## src/rtl/dj_ctrl_pkg.sv

```systemverilog
// Shared types and constants for the dj stream refill controller.
// Control word layout: [0] channel, [8:1] burst length minus one, [15:9] zero.
package dj_ctrl_pkg;

  localparam int unsigned DATA_W     = 16;
  localparam int unsigned CW_CH_BIT  = 0;
  localparam int unsigned CW_LEN_LSB = 1;
  localparam int unsigned CW_LEN_W   = 8;

  localparam logic ADDR_DATA = 1'b0;
  localparam logic ADDR_CTRL = 1'b1;

  localparam logic CH_LEFT  = 1'b0;
  localparam logic CH_RIGHT = 1'b1;

  typedef enum logic [1:0] {
    IDLE   = 2'd0,
    SEL    = 2'd1,
    STREAM = 2'd2,
    DONE   = 2'd3
  } state_e;

  // Assemble the control word announcing a burst on channel ch.
  function automatic logic [DATA_W-1:0] ctrl_word(input logic [CW_LEN_W-1:0] len_m1,
                                                  input logic                ch);
    logic [DATA_W-1:0] w;
    w                            = '0;
    w[CW_CH_BIT]                 = ch;
    w[CW_LEN_LSB +: CW_LEN_W]    = len_m1;
    return w;
  endfunction

endpackage

```

## src/rtl/dj_stream_refill_ctrl_if.sv

```systemverilog
// Avalon-MM write master bundle toward the dj core's 16-bit slave port.
interface dj_stream_refill_ctrl_if;
  import dj_ctrl_pkg::*;

  logic              m_address;
  logic [DATA_W-1:0] m_writedata;
  logic              m_write;
  logic              m_waitrequest;

  modport master (
    output m_address,
    output m_writedata,
    output m_write,
    input  m_waitrequest
  );

  modport slave (
    input  m_address,
    input  m_writedata,
    input  m_write,
    output m_waitrequest
  );

endinterface

```

## src/rtl/dj_rr_arb2.sv

```systemverilog
// Two-way round-robin arbiter: a lone request wins, a tie goes to the
// channel that was not served last.
module dj_rr_arb2
  import dj_ctrl_pkg::*;
(
  input  logic [1:0] req_i,
  input  logic       last_i,
  output logic [1:0] gnt_c_o
);

  always_comb begin
    gnt_c_o = 2'b00;
    case (req_i)
      2'b01:   gnt_c_o = 2'b01;
      2'b10:   gnt_c_o = 2'b10;
      2'b11:   gnt_c_o = (last_i == CH_LEFT) ? 2'b10 : 2'b01;
      default: gnt_c_o = 2'b00;
    endcase
  end

endmodule

```

## src/rtl/dj_stream_refill_ctrl.sv

```systemverilog
// Refill scheduler sharing the dj core's Avalon slave between the left and
// right deck sample sources. Optional zero-padding on starvation: DJ_ZERO_PAD_EN.
module dj_stream_refill_ctrl
  import dj_ctrl_pkg::*;
#(
  parameter int unsigned BURST_LEN = 64
`ifdef DJ_ZERO_PAD_EN
  , parameter int unsigned STARVE_LIMIT = 32
`endif
) (
  input  logic                     clk_clk,
  input  logic                     reset_reset,
  input  logic                     irq_left,
  input  logic                     irq_right,
  input  logic [DATA_W-1:0]        left_data,
  input  logic                     left_valid,
  output logic                     left_ready,
  input  logic [DATA_W-1:0]        right_data,
  input  logic                     right_valid,
  output logic                     right_ready,
  dj_stream_refill_ctrl_if.master  m_bus,
  output logic                     busy,
  output logic                     underrun
);

  localparam int unsigned CNT_W = (BURST_LEN > 1) ? $clog2(BURST_LEN) : 1;
  localparam logic [CNT_W-1:0]    LAST_CNT = CNT_W'(BURST_LEN - 1);
  localparam logic [CW_LEN_W-1:0] LEN_M1   = CW_LEN_W'(BURST_LEN - 1);

  state_e             state_q;
  logic               irq_l_q, irq_r_q;
  logic               pend_l_q, pend_r_q;
  logic               grant_q, last_q;
  logic               busy_q;
  logic [CNT_W-1:0]   cnt_q;

  logic               rise_l_c, rise_r_c;
  logic [1:0]         gnt_c;
  logic               src_valid_c;
  logic [DATA_W-1:0]  src_data_c;
  logic               src_ready_c;
  logic               accept_c;
  logic               done_c;
  logic               pad_c;

  assign rise_l_c = irq_left  & ~irq_l_q;
  assign rise_r_c = irq_right & ~irq_r_q;
  assign done_c   = (state_q == DONE);

  dj_rr_arb2 u_arb (
    .req_i   ({pend_r_q, pend_l_q}),
    .last_i  (last_q),
    .gnt_c_o (gnt_c)
  );

  assign src_valid_c = (grant_q == CH_RIGHT) ? right_valid : left_valid;
  assign src_data_c  = (grant_q == CH_RIGHT) ? right_data  : left_data;

  // Bus side is combinational from the state register and the live source.
  always_comb begin
    m_bus.m_address   = ADDR_DATA;
    m_bus.m_writedata = '0;
    m_bus.m_write     = 1'b0;
    case (state_q)
      SEL: begin
        m_bus.m_address   = ADDR_CTRL;
        m_bus.m_writedata = ctrl_word(LEN_M1, grant_q);
        m_bus.m_write     = 1'b1;
      end
      STREAM: begin
        if (pad_c) begin
          m_bus.m_write = 1'b1;
        end else begin
          m_bus.m_writedata = src_data_c;
          m_bus.m_write     = src_valid_c;
        end
      end
      default: ;
    endcase
  end

  assign accept_c    = (state_q == STREAM) && m_bus.m_write && !m_bus.m_waitrequest;
  assign src_ready_c = (state_q == STREAM) && !pad_c && !m_bus.m_waitrequest;
  assign left_ready  = src_ready_c && (grant_q == CH_LEFT);
  assign right_ready = src_ready_c && (grant_q == CH_RIGHT);
  assign busy        = busy_q;

  // Scheduler FSM with edge detect, pending flags and burst counter.
  always_ff @(posedge clk_clk) begin
    if (reset_reset) begin
      state_q  <= IDLE;
      irq_l_q  <= 1'b0;
      irq_r_q  <= 1'b0;
      pend_l_q <= 1'b0;
      pend_r_q <= 1'b0;
      grant_q  <= CH_LEFT;
      last_q   <= CH_RIGHT;
      busy_q   <= 1'b0;
      cnt_q    <= '0;
    end else begin
      irq_l_q  <= irq_left;
      irq_r_q  <= irq_right;
      // A fresh edge in the DONE cycle outranks the clear.
      pend_l_q <= rise_l_c | (pend_l_q & ~(done_c & (grant_q == CH_LEFT)));
      pend_r_q <= rise_r_c | (pend_r_q & ~(done_c & (grant_q == CH_RIGHT)));
      case (state_q)
        IDLE: begin
          if (gnt_c != 2'b00) begin
            grant_q <= gnt_c[1];
            last_q  <= gnt_c[1];
            busy_q  <= 1'b1;
            state_q <= SEL;
          end
        end
        SEL: begin
          if (!m_bus.m_waitrequest) begin
            state_q <= STREAM;
          end
        end
        STREAM: begin
          if (accept_c) begin
            if (cnt_q == LAST_CNT) begin
              cnt_q   <= '0;
              state_q <= DONE;
            end else begin
              cnt_q <= cnt_q + CNT_W'(1);
            end
          end
        end
        DONE: begin
          busy_q  <= 1'b0;
          state_q <= IDLE;
        end
        default: state_q <= IDLE;
      endcase
    end
  end

`ifdef DJ_ZERO_PAD_EN
  localparam int unsigned STARVE_W = $clog2(STARVE_LIMIT + 1);

  logic                pad_q;
  logic                underrun_q;
  logic [STARVE_W-1:0] starve_q;

  // Starvation watchdog: after STARVE_LIMIT empty cycles, pad the burst with zeros.
  always_ff @(posedge clk_clk) begin
    if (reset_reset) begin
      pad_q      <= 1'b0;
      underrun_q <= 1'b0;
      starve_q   <= '0;
    end else begin
      underrun_q <= 1'b0;
      if (state_q != STREAM) begin
        pad_q    <= 1'b0;
        starve_q <= '0;
      end else if (!pad_q) begin
        if (src_valid_c) begin
          starve_q <= '0;
        end else if (starve_q == STARVE_W'(STARVE_LIMIT - 1)) begin
          pad_q      <= 1'b1;
          underrun_q <= 1'b1;
          starve_q   <= '0;
        end else begin
          starve_q <= starve_q + STARVE_W'(1);
        end
      end
    end
  end

  assign pad_c    = pad_q;
  assign underrun = underrun_q;
`else
  assign pad_c    = 1'b0;
  assign underrun = 1'b0;
`endif

endmodule

```

## src/flat_wrapper.sv

```systemverilog
// flat-port wrapper written by rule: the top's interface ports become plain ports
module dj_stream_refill_ctrl_flat import dj_ctrl_pkg::*;
#(
  parameter int unsigned BURST_LEN = 64

)
  (clk_clk, reset_reset, irq_left, irq_right, left_data, left_valid, left_ready, right_data, right_valid, right_ready, busy, underrun, m_bus_m_address, m_bus_m_writedata, m_bus_m_write, m_bus_m_waitrequest);
  dj_stream_refill_ctrl_if m_bus_i ();
  input  logic clk_clk;
  input  logic reset_reset;
  input  logic irq_left;
  input  logic irq_right;
  input  logic [DATA_W-1:0] left_data;
  input  logic left_valid;
  output logic left_ready;
  input  logic [DATA_W-1:0] right_data;
  input  logic right_valid;
  output logic right_ready;
  output logic busy;
  output logic underrun;
  output wire logic [$bits(m_bus_i.m_address)-1:0] m_bus_m_address;
  output wire logic [$bits(m_bus_i.m_writedata)-1:0] m_bus_m_writedata;
  output wire logic [$bits(m_bus_i.m_write)-1:0] m_bus_m_write;
  input wire logic [$bits(m_bus_i.m_waitrequest)-1:0] m_bus_m_waitrequest;
  assign m_bus_m_address = m_bus_i.m_address;
  assign m_bus_m_writedata = m_bus_i.m_writedata;
  assign m_bus_m_write = m_bus_i.m_write;
  assign m_bus_i.m_waitrequest = m_bus_m_waitrequest;
  dj_stream_refill_ctrl #(.BURST_LEN(BURST_LEN)) u_core (.clk_clk(clk_clk), .reset_reset(reset_reset), .irq_left(irq_left), .irq_right(irq_right), .left_data(left_data), .left_valid(left_valid), .left_ready(left_ready), .right_data(right_data), .right_valid(right_valid), .right_ready(right_ready), .m_bus(m_bus_i), .busy(busy), .underrun(underrun));
endmodule
```

## config.mk

```make
export PLATFORM = sky130hd
export DESIGN_NAME = dj_stream_refill_ctrl_flat
export DESIGN_NICKNAME = d
export VERILOG_FILES = /design/src/rtl/dj_ctrl_pkg.sv /design/src/rtl/dj_stream_refill_ctrl_if.sv /design/src/rtl/dj_rr_arb2.sv /design/src/rtl/dj_stream_refill_ctrl.sv /design/src/flat_wrapper.sv
export SDC_FILE = /design/constraint.sdc
export NUM_CORES = 1
export LEC_CHECK = 0
export CAP_MARGIN = 5
export CORE_MARGIN = 10
export CORE_UTILIZATION = 41
export DETAILED_ROUTE_END_ITERATION = 6
export PLACE_DENSITY = 0.85
export SYNTH_ARGS = -nofsm -noshare
export SYNTH_HDL_FRONTEND = slang
export SYNTH_SLANG_ARGS = --single-unit
```

## constraint.sdc

```tcl
create_clock -name clk_clk -period 4.7 [get_ports clk_clk]
set_input_delay 0.47 -clock clk_clk [delete_from_list [all_inputs] [get_ports clk_clk]]
set_output_delay 0.47 -clock clk_clk [all_outputs]
set_load 0.005 [all_outputs]
```

== Yosys cells after proc, flatten, opt, wreduce, memory -nomap -nowiden ==
Cells that the tools add are included.

* $add $sub $neg: 1
* Equality and inequality tests: 11
* Mux-type cells: 15
* Bitwise operators: 13
* Reduce and logical (&&, ||, !) cells: 13

{| class="wikitable"
|+ Operators by type and width
! kind !! number
|-
| $pmux 16 s2 || 1
|-
| $mux 16 || 1
|-
| $mux 2 || 5
|-
| $eq 2x2->1 const B || 4
|-
| $pmux 2 s4 || 1
|-
| $add 6x1->6 const B || 1
|-
| $and 1x1->1 || 6
|-
| $eq 6x6->1 const B || 1
|-
| $mux 6 || 1
|-
| $pmux 2 s3 || 1
|-
| $reduce_and 2->1 || 3
|-
| $logic_and 1x1->1 || 5
|-
| $not 1->1 || 5
|-
| $eq 2x1->1 const B || 2
|-
| $ne 2x1->1 const B || 2
|-
| $ne 2x2->1 const B || 2
|-
| $pmux 1 s2 || 2
|-
| $reduce_and 4->1 || 1
|-
| $reduce_bool 2->1 || 2
|-
| $mux 1 || 3
|-
| $logic_not 2->1 || 1
|-
| $or 1x1->1 || 2
|-
| $logic_not 1->1 || 1
|}

* Flip-flop bits (word level): 15
* Input port bits: 39
* Output and inout port bits: 22

== Logic depth before layout (Yosys ltp) ==
* Depth in word-level cells: 6
* Mapped depth: 7

== Hierarchy ==
Synthesis repeated with hierarchy kept, for this count alone.

* Cell total of the unflattened synthesis: 145
* Area, all modules: 1147.4 µm²

{| class="wikitable"
|+ By module, submodules not included
! module !! times used !! cells an instance !! area each (µm²) !! sequential area each (µm²)
|-
| dj_stream_refill_ctrl || 1 || 142 || 1128.6 || 300.3
|-
| dj_rr_arb2 || 1 || 3 || 18.8 || 0.0
|}

== Worst setup path after synthesis ==
OpenSTA, ideal clock, no wires.

* Kind: register to register
* Start point: register u_core.state_q[1]
* End point: register u_core.cnt_q[5]
* Setup time: 0.071 ns
* Arrival: 1.860 ns
* Data required time: 4.629 ns
* Path slack: 2.769 ns
* Stages on the path, launching flop included: 8
* Path buffers: 1
* Cells stage by stage: dfxtp_1 -> inv_1 -> ha_1 -> buf_1 -> nand4b_1 -> o31a_1 -> or4_1 -> a21oi_1

* Cells in the longest elaborated chain, start to end: 5

{| class="wikitable"
|+ RTL lines
! element !! line !! text
|-
| start, declared || dj_stream_refill_ctrl.sv:30 || <nowiki>state_e state_q;</nowiki>
|-
| start signal, assigned || dj_stream_refill_ctrl.sv:91 || <nowiki>state_q <= IDLE;</nowiki>
|-
| start signal, assigned || dj_stream_refill_ctrl.sv:112 || <nowiki>state_q <= SEL;</nowiki>
|-
| start signal, assigned || dj_stream_refill_ctrl.sv:117 || <nowiki>state_q <= STREAM;</nowiki>
|-
| $eq 2x2->1 or $eq 2x1->1 (tied branches) || dj_stream_refill_ctrl.sv:64, dj_stream_refill_ctrl.sv:82, dj_stream_refill_ctrl.sv:106 ||
|-
| $pmux 1 s2 || dj_stream_refill_ctrl.sv:64 || <nowiki>case (state_q)</nowiki>
|-
| $logic_and 1x1->1 (2 in a row) || dj_stream_refill_ctrl.sv:82 || <nowiki>assign accept_c = (state_q == STREAM) && m_bus.m_write && !m_bus.m_waitrequest;</nowiki>
|-
| $reduce_and 2->1 (no line) (*) || -- ||
|-
| end signal, assigned || dj_stream_refill_ctrl.sv:126 || <nowiki>cnt_q <= cnt_q + CNT_W'(1);</nowiki>
|-
| end, declared || dj_stream_refill_ctrl.sv:35 || <nowiki>logic [CNT_W-1:0] cnt_q;</nowiki>
|}

Mark *: on every way between the ends. The rest lies on a longest branch, timed or not.
A chain may end at the register's enable or synchronous reset.

== Worst setup path after layout ==
* Start point: register u_core.grant_q
* End point: output m_bus_m_writedata[5]

* Cells in the longest elaborated chain, start to end: 2

{| class="wikitable"
|+ RTL lines
! element !! line !! text
|-
| start, declared || dj_stream_refill_ctrl.sv:33 || <nowiki>logic grant_q, last_q;</nowiki>
|-
| start signal, assigned || dj_stream_refill_ctrl.sv:109 || <nowiki>grant_q <= gnt_c[1];</nowiki>
|-
| $mux 16 || dj_stream_refill_ctrl.sv:57 || <nowiki>assign src_data_c = (grant_q == CH_RIGHT) ? right_data : left_data;</nowiki>
|-
| $pmux 16 s2 || dj_stream_refill_ctrl.sv:64 ||
|-
| end, declared || flat_wrapper.sv:22 || <nowiki>output wire logic [$bits(m_bus_i.m_writedata)-1:0] m_bus_m_writedata;</nowiki>
|}

Every way passes these cells.

==> flow_metrics.env <==
export IMPL_die_h_um=71.7
export IMPL_rows=18
export IMPL_synth_area_leader_cell="dfxtp_1"
export IMPL_start_util_pct=43.4
export IMPL_firstDrtPassIters=4
export IMPL_dp_hpwl_um=2960
export IMPL_tightest_slew_ns=0.960
export IMPL_drcViolationCount=0
export IMPL_cts_path_max_buffers=2
export IMPL_cts_tree="built"
export IMPL_avgSynthCellArea_um2=7.82
export IMPL_grt_pass1_wl_um=5980
export IMPL_io_pins=61
export IMPL_min_period_ns=2.85
export IMPL_drt_initial_drc_count=52
export IMPL_yosysWarnings=0
export IMPL_grt_use_total_pct=13.7
export IMPL_finalSetupTns_ns=0
export IMPL_async_reset_ff_share_pct=0
export IMPL_yosysUniqueCellTypes=33
export IMPL_regArea_um2=300
export IMPL_synth_top_area_share_pct=27.4
export IMPL_cp_start_kind="register"
export IMPL_fin_util_pct=68.1
export IMPL_seq_area_frac_synth_pct=27.4
export IMPL_cts_max_level=1
export IMPL_hold_ws_ns=0.492
export IMPL_grt_overflow=0
export IMPL_syn_instance_count=140
export IMPL_drv_cap=0
export IMPL_area_growth_pct=56.9
export IMPL_worst_ep_arrival_time_ns=2.38
export IMPL_ant_nets=0
export IMPL_netlist_area_um2=1090
export IMPL_synth_edff_count=0
export IMPL_timing_final_crit_share_pct=60.7
export IMPL_multiInputGateArea_um2=743
export IMPL_via_count=1196
export IMPL_rsz0062_at_grt="no"
export IMPL_drt_wl_total_um=3600
export IMPL_end_kind="primary output"
export IMPL_die_area_um2=5140
export IMPL_ctsHoldBuffers=0
export IMPL_fmaxAchievable_ghz=0.351
export IMPL_critical_path_class="reg -> out"
export IMPL_fillers=211
export IMPL_grt_pass1_vias=1253
export IMPL_p_per_area_nw_per_um2=344
export IMPL_core_um2=2520
export IMPL_cts_resized=0
export IMPL_gp_congestion=0.845
export IMPL_cts_sinks=15
export IMPL_finalSetupViolations=0
export IMPL_synth_area_top_cells="dfxtp_1 (27%), mux2i_1 (11%), a21oi_1 (8.2%)"
export IMPL_rrSetupSlack_ns=2.16
export IMPL_worstSkewPairLatency_ns=0.30
export IMPL_hold_viol=0
export IMPL_io_buffers=59
export IMPL_synth_main_ff_cell="dfxtp_1"
export IMPL_finClkSkew_ns=0.00395
export IMPL_hp_class="reg -> reg"
export IMPL_vias_per_cell=5.29
export IMPL_cts_buffers=3
export IMPL_postCtsSetupBuffers=0
export IMPL_power_leakage_nw=0.610
export IMPL_wl_per_cell_um=15.9
export IMPL_peakVddDrop_v=0.000319
export IMPL_cp_required_ns=4.23
export IMPL_layout_drive_gt1_share_pct=5.61
export IMPL_syn_nets=185
export IMPL_nNetsFinal=242
export IMPL_cts_root_buf="clkbuf_4"
export IMPL_antenna_found_initial=0
export IMPL_cp_max_fo=21
export IMPL_status="finished clean"
export IMPL_drv_slew=0
export IMPL_path_clk_slew_ns=0.09
export IMPL_n_antenna_cell=0
export IMPL_fp_dieW_um=71.7
export IMPL_grt_max_degree=22
export IMPL_timing_slew_headroom_pct=35.9
export IMPL_ys_seq_elements=15
[cells in the final DEF, fill, tap and decap left out, types with 2 or more instances in the layout]
cell type,instances
clkdlybuf4s50_1,59
a21oi_1,18
nor2_1,17
dfxtp_1,15
mux2i_1,12
nor2b_1,10
nand2_1,8
mux2_2,6
ha_1,6
inv_1,5
o21ai_0,5
nand2b_1,4
nand3_1,3
and3_1,3
or3_1,3
clkbuf_4,3
and2_1,2
o31ai_1,2
a211oi_1,2
[critical path: stages (launching register included)]
cell and delay, ns:
dfxtp_1 0.96, mux2_2 0.42, a21oi_1 0.17, nor2b_1 0.08, clkdlybuf4s50_1 0.45
[kinds of logic after synthesis]
| kind of cell | Yosys count | synth area share (%) |
|---|---|---|
| AO/OA/AOI/OAI | 32 | 16.9 |
| adder cells (fa/ha/maj) | 6 | 6.86 |
| buffers and inverters | 12 | 4.69 |
| flip-flops | 15 | 27.4 |
| multiplexers | 18 | 17.1 |
| other | 1 | 0.343 |
| AND/OR/NAND/NOR | 56 | 26.6 |
[through the flow]
step           setup WS [ns]  area, µm²  power (mW)  cells
6_report                1.85       1720       0.591    226
5_1_grt                 1.75       1720       0.634    226
4_1_cts                 1.87       1720       0.597    226
3_5_place_dp            2.20       1690       0.519    222
3_3_place_gp            2.25       1690       0.508    222
2_1_floorplan           2.77       1090       0.368    140
[routing by layer]
layer	routed length, µm	up-vias	global-route usage (%)	part of all wire, %
li1	-	601	-	-
met1	1530	552	15.1	42
met2	1730	38	24.6	48
met3	294	5	3.86	8.2
met4	47	0	4.52	1.3
met5	0	-	0	0
[sequential cells by signal, summed over array words and instances, names as in the netlist]
| signal | count |
|---|---|
| u_core.busy | 1 |
| u_core.cnt_q | 6 |
| u_core.grant_q | 1 |
| u_core.irq_l_q | 1 |
| u_core.irq_r_q | 1 |
| u_core.last_q | 1 |
| u_core.pend_l_q | 1 |
| u_core.pend_r_q | 1 |
| u_core.state_q | 2 |
[report_power, final]
| part | switching, mW | internal (mW) |
|---|---|---|
| combinational | 0.149 | 0.196 |
| sequential | 0.0266 | 0.144 |
| clock | 0.0444 | 0.0318 |
[cell type report]
class / count / area share, %
inverter: 5 / 1.09
clock inverter: 1 / 0.291
tap: 30 / 2.18
sequential: 15 / 17.5
timing repair buffer: 59 / 34.4
multi-input combinational: 113 / 43.3
clock buffer: 3 / 1.31
[synth_stat cells, drive strengths merged, types with 2 or more instances]
| library cell | number |
|---|---|
| dfxtp | 15 |
| nand2 | 8 |
| nand3 | 3 |
| o21ai | 5 |
| ha | 6 |
| clkbuf | 2 |
| mux2 | 6 |
| and2 | 2 |
| and3 | 3 |
| o31ai | 2 |
| nor2 | 17 |
| buf | 5 |
| nand2b | 4 |
| mux2i | 12 |
| inv | 5 |
| nor2b | 10 |
| or3 | 3 |
| a21oi | 18 |
| a211oi | 2 |
[path summary, 6_finish.rpt]
| kind | to | depth (start not counted) | start |
|---|---|---|---|
| min | u_core.busy$_SDFFE_PP0P_ | 2 | u_core.busy$_SDFFE_PP0P_ |
| max | m_bus_m_writedata[5] | 4 | u_core.grant_q$_SDFFE_PP0P_ |
| max reg2reg | u_core.state_q[0]$_SDFFE_PP0P_ | 6 | u_core.state_q[0]$_SDFFE_PP0P_ |
| min reg2reg | u_core.busy$_SDFFE_PP0P_ | 2 | u_core.busy$_SDFFE_PP0P_ |
No activity file was read; power rests on OpenSTA's default activity.
